## config.mk

```make
export PLATFORM = sky130hd
export DESIGN_NAME = store_buffer_flat
export DESIGN_NICKNAME = d
export VERILOG_FILES = /design/src/rtl/store_buffer_if.sv /design/src/rtl/store_buffer.sv /design/src/flat_wrapper.sv
export SDC_FILE = /design/constraint.sdc
export NUM_CORES = 1
export LEC_CHECK = 0
export BUFFER_PORTS_ARGS = -buffer_cell sky130_fd_sc_hd__buf_2
export CAP_MARGIN = 20
export CORE_MARGIN = 3
export CORE_UTILIZATION = 42
export CTS_CLUSTER_SIZE = 40
export DETAILED_ROUTE_END_ITERATION = 10
export MAX_ROUTING_LAYER = met4
export PLACE_DENSITY = 0.58
export RECOVER_POWER = 50
export REMOVE_ABC_BUFFERS = 1
export SYNTH_ARGS = -nofsm -noshare
export SYNTH_HDL_FRONTEND = slang
export SYNTH_SLANG_ARGS = --single-unit
```

## constraint.sdc

```tcl
create_clock -name clk -period 6.6 [get_ports clk]
set_input_delay 0.33 -clock clk [delete_from_list [all_inputs] [get_ports clk]]
set_output_delay 0.33 -clock clk [all_outputs]
set_load 0.05 [all_outputs]
```

## src/rtl/store_buffer_if.sv

```systemverilog
// Bus bundle between the core's data-memory port, the store buffer and dmem.
// The master side is the core plus dmem. The slave side is the store buffer.
interface store_buffer_if #(
  parameter int unsigned DEPTH = 4,
  parameter int unsigned AW    = 32,
  parameter int unsigned DW    = 32
);
  logic                       cpu_we;
  logic                       cpu_re;
  logic [AW-1:0]              cpu_adr;
  logic [DW-1:0]              cpu_wdata;
  logic [DW-1:0]              cpu_rdata;
  logic                       stall;
  logic                       mem_we;
  logic [AW-1:0]              mem_adr;
  logic [DW-1:0]              mem_wdata;
  logic [DW-1:0]              mem_rdata;
  logic [$clog2(DEPTH):0]     count;
  logic                       empty;

  modport master (
    output cpu_we, cpu_re, cpu_adr, cpu_wdata, mem_rdata,
    input  cpu_rdata, stall, mem_we, mem_adr, mem_wdata, count, empty
  );

  modport slave (
    input  cpu_we, cpu_re, cpu_adr, cpu_wdata, mem_rdata,
    output cpu_rdata, stall, mem_we, mem_adr, mem_wdata, count, empty
  );
endinterface

```

## src/rtl/store_buffer.sv

```systemverilog
// Store buffer between the core data port and a single-port dmem.
// Stores are queued in a FIFO and drained in order whenever no load needs the port.
// Loads forward data from the youngest buffered store to the same word.
module store_buffer #(
  parameter int unsigned DEPTH = 4,
  parameter int unsigned AW    = 32,
  parameter int unsigned DW    = 32
) (
  input logic           clk,
  input logic           reset,
  store_buffer_if.slave bus
);
  localparam int unsigned PW = $clog2(DEPTH);
  localparam int unsigned CW = PW + 1;

  typedef logic [PW-1:0] ptr_t;

  logic [AW-3:0] adr_q  [DEPTH];
  logic [DW-1:0] data_q [DEPTH];

  ptr_t          head_q, head_d;
  ptr_t          tail_q, tail_d;
  logic [CW-1:0] count_q, count_d;

  logic          full;
  logic          is_empty;
  logic          push;
  logic          pop;
  logic          hit;
  logic [DW-1:0] fwd_data;
  ptr_t          idx;

  assign is_empty = (count_q == '0);
  assign full     = (count_q == CW'(DEPTH));
  // Loads own the port, so a drain only happens on cycles with no load.
  assign push     = bus.cpu_we & ~full;
  assign pop      = ~bus.cpu_re & ~is_empty;

  // Next-state logic for the pointers and the occupancy count.
  always_comb begin
    head_d  = pop  ? ptr_t'(head_q + 1'b1) : head_q;
    tail_d  = push ? ptr_t'(tail_q + 1'b1) : tail_q;
    count_d = count_q;
    case ({push, pop})
      2'b10:   count_d = count_q + 1'b1;
      2'b01:   count_d = count_q - 1'b1;
      default: count_d = count_q;
    endcase
  end

  // Pointer and count registers. Reset empties the queue at once.
  always_ff @(posedge clk or posedge reset) begin
    if (reset) begin
      head_q  <= '0;
      tail_q  <= '0;
      count_q <= '0;
    end else begin
      head_q  <= head_d;
      tail_q  <= tail_d;
      count_q <= count_d;
    end
  end

  // Entry storage. Validity comes from count, so the payload needs no reset.
  always_ff @(posedge clk) begin
    if (push) begin
      adr_q[tail_q]  <= bus.cpu_adr[AW-1:2];
      data_q[tail_q] <= bus.cpu_wdata;
    end
  end

  // Forwarding search runs from oldest to youngest. The last hit wins, so the youngest match is returned.
  always_comb begin
    hit      = 1'b0;
    fwd_data = '0;
    idx      = '0;
    for (int unsigned k = 0; k < DEPTH; k++) begin
      idx = head_q + ptr_t'(k);
      if ((CW'(k) < count_q) && (adr_q[idx] == bus.cpu_adr[AW-1:2])) begin
        hit      = 1'b1;
        fwd_data = data_q[idx];
      end
    end
  end

  // Port arbitration and core-facing outputs.
  always_comb begin
    bus.mem_we    = pop;
    bus.mem_adr   = (bus.cpu_re || is_empty) ? bus.cpu_adr : {adr_q[head_q], 2'b00};
    bus.mem_wdata = data_q[head_q];
    bus.cpu_rdata = (bus.cpu_re && hit) ? fwd_data : bus.mem_rdata;
    bus.stall     = bus.cpu_we & full;
    bus.count     = count_q;
    bus.empty     = is_empty;
  end
endmodule
```

## src/flat_wrapper.sv

```systemverilog
// flat-port wrapper written by rule: the top's interface ports become plain ports
module store_buffer_flat 
#(
  parameter int unsigned DEPTH = 4,
  parameter int unsigned AW    = 32,
  parameter int unsigned DW    = 32
)
  (clk, reset, bus_cpu_we, bus_cpu_re, bus_cpu_adr, bus_cpu_wdata, bus_mem_rdata, bus_cpu_rdata, bus_stall, bus_mem_we, bus_mem_adr, bus_mem_wdata, bus_count, bus_empty);
  store_buffer_if #(.DEPTH(DEPTH), .AW(AW), .DW(DW)) bus_i ();
  input logic clk;
  input logic reset;
  input wire logic [$bits(bus_i.cpu_we)-1:0] bus_cpu_we;
  input wire logic [$bits(bus_i.cpu_re)-1:0] bus_cpu_re;
  input wire logic [$bits(bus_i.cpu_adr)-1:0] bus_cpu_adr;
  input wire logic [$bits(bus_i.cpu_wdata)-1:0] bus_cpu_wdata;
  input wire logic [$bits(bus_i.mem_rdata)-1:0] bus_mem_rdata;
  output wire logic [$bits(bus_i.cpu_rdata)-1:0] bus_cpu_rdata;
  output wire logic [$bits(bus_i.stall)-1:0] bus_stall;
  output wire logic [$bits(bus_i.mem_we)-1:0] bus_mem_we;
  output wire logic [$bits(bus_i.mem_adr)-1:0] bus_mem_adr;
  output wire logic [$bits(bus_i.mem_wdata)-1:0] bus_mem_wdata;
  output wire logic [$bits(bus_i.count)-1:0] bus_count;
  output wire logic [$bits(bus_i.empty)-1:0] bus_empty;
  assign bus_i.cpu_we = bus_cpu_we;
  assign bus_i.cpu_re = bus_cpu_re;
  assign bus_i.cpu_adr = bus_cpu_adr;
  assign bus_i.cpu_wdata = bus_cpu_wdata;
  assign bus_i.mem_rdata = bus_mem_rdata;
  assign bus_cpu_rdata = bus_i.cpu_rdata;
  assign bus_stall = bus_i.stall;
  assign bus_mem_we = bus_i.mem_we;
  assign bus_mem_adr = bus_i.mem_adr;
  assign bus_mem_wdata = bus_i.mem_wdata;
  assign bus_count = bus_i.count;
  assign bus_empty = bus_i.empty;
  store_buffer #(.DEPTH(DEPTH), .AW(AW), .DW(DW)) u_core (.clk(clk), .reset(reset), .bus(bus_i));
endmodule
```

==> summary.txt <==
Worst setup path
  – Capture point of the worst reg-to-reg path: u_core.data_q[3][0]$_DFFE_PP_
  – R2r worst-path depth: 5
  – CP arrival: 5.73 ns
  – WP depth: 12
  – Worst setup path start: u_core.head_q[1]$_DFFE_PP0P_
  – Crit path launch type: flip-flop
  – Critical path's top delay family: compound AO/OA/AOI/OAI gates
  – Crit path largest cell delay: 0.94 ns
  – Reg2reg start: u_core.bus.count[0]$_DFFE_PP0P_
  – WP data required: around 6.3 ns
  – CP endpoint: bus_cpu_rdata[1]
  – Reg2Reg Setup Slack: 2.61 ns
  – Crit path max fanout: 44
  – Critical path type: reg -> out
  – Crit-path cells: mux2i_1, nor2_1, a2111oi_0, o22ai_1, or4_1, nor4_4, buf_4, o21ai_4, buf_12, a211oi_1, o31a_1, buf_2
  – Critical Path Sink Type: output pin
  – CP max stage cell: dfrtp_4
  – WP buf/inv: 3

Yosys
  – Syn. warnings: 0
  – Synthesis-stage register bit count: about 260
  – Synth cell count leaders: edfxtp_1 (248), mux2i_1 (244), nand2_1 (174)
  – Mapped Cells: 1479
  – Mapped Area: 0.0166 mm2
  – Avg Inst Size Synth: 11.3 um2
  – Seq/Total Area, Yosys: 0.458
  – Top-count cell post-synth: edfxtp_1
  – Number of synthesized flops with an enable pin: 248
  – Share of the synthesized area in the top cell type: 0.447
  – Synth top area cells: edfxtp_1 (45%), mux2i_1 (15%), xnor2_1 (4.4%), nand2_1 (3.9%), mux2_2 (3.5%)
  – Cell variety after synth: between 60 and 70
  – Yosys top cell by area: edfxtp_1
  – Top FF cell, synth: edfxtp_1
  – Asr flop ratio synth: 0.0275

Detailed routing
  – Initial DRC Count: about 960
  – DR DRC count: 0
  – Routed length on met2: approximately 24 mm
  – Final wirelength: 50.4 mm
  – Detail Route Antenna Nets: 0
  – Metal-1 WL: 22.4 mm
  – DR pass1 iterations: 5
  – Via/cell ratio: 5.87
  – Top Metal Used: met4
  – Routed via count: about 13k
  – Drt wl/cell: between 20 and 25 um
  – WL met3: between 2 and 3 mm

Place
  – PortBufs: about 200
  – Area post-placement: roughly 0.018 mm2
  – Placed Cells: 2090
  – Dpl hpwl: 33.7 mm
  – Routability cong.: 0.972
  – Post-placement setup slack: between 1 and 1.5 ns

STA
  – Max Freq: 165 MHz
  – Slew of the pin with the lowest slew margin: ~1.5 ns
  – Crit path time final: 6.06 ns
  – Layout Skew: 0.00829 ns
  – Final worst-path cycle share: 0.918
  – Slew margin rel.: 0.0117
  – Slew Viols, Final: 0
  – Final setup viols: 0
  – Final hold violations: 0
  – Unrepaired setup endpoints after global routing: false
  – Final hold slack: 0.195 ns
  – Post-route setup slack: 0.544 ns

Cells and area
  – Design Area, Final: approximately 0.019 mm2
  – Final Non-Filler Cells: approximately 2.2k
  – Synth-to-layout area growth: 15.4%
  – # fillers: 3607
  – Reg area: about 0.0076 mm2
  – Nets@finish: roughly 1.7k
  – Multi-input gate area in the final layout: ~0.0084 mm2
  – Share of post-route cells with drive strength above 1: 0.169

Worst hold path
  – Hold WC Path Type: in -> reg
  – WHS Path Cells: 1

Clock network
  – CTS sink cnt: 255
  – Clock Tree Buf Depth: 3
  – Postcts setup bufs: 0
  – CTS clk-pin slew, worst paths: 0.06 ns
  – Cts bufs inserted: 29
  – Clock Latency Late Sink: about 0.57 ns
  – CTS root buffer: clkbuf_16
  – H-tree depth: 1
  – Post-CTS Resized: 0
  – CTS tree: done
  – Hold buffers post-CTS: 33

Run status
  – Status: complete, no violations

Power
  – Worst vdd ir: 0.000291 V
  – Pwr per Cell Area: 474 mW/mm2
  – Leakage dissipation: 7.08 nW

Global routing
  – First-pass GRT wire length: around 76 mm
  – Global-route usage over all layers: 0.240
  – Vias in the first global route: 12.3k
  – Initial antenna violation count: 2
  – Overflow left after global routing: 0
  – Largest net degree at the start of global routing: 178

Die
  – Die area: approximately 0.042 mm2
  – Area of the core: 0.0389 mm2
  – Ports: 202
  – Die Y: 205 um
  – Initial core utilization: 0.428
  – DIE WIDTH: 205 um
  – Cell row count: 72

Job
  – Max_cap viols: 0
[cells by family after synthesis]
| kind of cell | count (synthesis) | share of synthesized area |
|---|---|---|
| buffers and inverters | 142 | 0.0386 |
| AND/OR/NAND/NOR | 331 | 0.0890 |
| AO/OA/AOI/OAI | 318 | 0.138 |
| adder cells (fa/ha/maj) | 8 | 0.00601 |
| flip-flops | 255 | 0.458 |
| multiplexers | 319 | 0.215 |
| XOR/XNOR | 106 | 0.0558 |
[cell usage in the layout (no fill, tap or decap), types with 6 or more instances in the layout]
cell           Yosys  final
clkbuf_16          0     29
a2bb2oi_1         34     34
a21oi_1           17     17
dlygate4sd3_1      0     33
o31a_1            33     33
nand4_1           10     10
edfxtp_1         248    248
and2_1            10      6
nor2_1            84     84
clkinv_1           1      6
o22ai_1           11     11
buf_4              8     18
a211oi_1          74     74
a21boi_0          32     33
nand2_1          174    174
xor2_1            22     22
mux2i_1          244    244
mux4_1             6      6
buf_2             21    134
ha_1               8      8
nor2b_1            7      7
nor3_1             7      7
xnor2_1           84     83
nor4_1            11     11
mux4_2            18     18
clkbuf_1          70     75
mux2_2            51     51
o21ai_0           70     69
inv_1             11     10
[per-stage QoR]
step	setup TNS [ns]	power, mW	util
2_1_floorplan	-486.55	6.53	-
3_3_place_gp	0	7.41	0.462
3_5_place_dp	0	7.45	0.462
4_1_cts	0	9.15	0.495
5_1_grt	0	9.61	0.493
6_report	0	9.09	0.493
[worst min path at each step]
stage | start | endpoint | slack (ns)
floorplan | reset | u_core.bus.count[0]$_DFFE_PP0P_ | 0.13
global route | bus_cpu_adr[20] | u_core.adr_q[1][18]$_DFFE_PP_ | 0.20
CTS | bus_cpu_adr[20] | u_core.adr_q[3][18]$_DFFE_PP_ | 0.07
finish | bus_cpu_adr[20] | u_core.adr_q[3][18]$_DFFE_PP_ | 0.19
global placement | reset | u_core.tail_q[0]$_DFFE_PP0P_ | 0.29
detailed placement | reset | u_core.bus.count[1]$_DFFE_PP0P_ | 0.31
[final cells by class]
cell class / count / area share
well taps: 518 / 0.0338
clock buffers: 37 / 0.0394
repair buffers: 257 / 0.0775
multi-input cells: 1082 / 0.438
inverters: 12 / 0.00248
clock inverters: 16 / 0.0114
diodes: 2 / 0.000261
flip-flops and latches: 255 / 0.397
[sequential cells by signal, indices dropped and copies added (netlist names)]
register	cells
u_core.head_q	2
u_core.data_q	128
u_core.tail_q	2
u_core.bus.count	3
u_core.adr_q	120
[power by group]
part           internal [mW]  total, mW  switching (mW)
registers               2.15       2.44           0.284
clock network           1.00       1.66           0.655
logic                   1.68       5.00            3.32
[per-layer routing]
| metal | vias to the layer above | global-route usage |
|---|---|---|
| met5 | - | - |
| met4 | 0 | 0.0564 |
| met3 | 83 | 0.0300 |
| met2 | 397 | 0.392 |
| met1 | 6356 | 0.323 |
| li1 | 5944 | - |
Power figures use the tool's default switching activity.
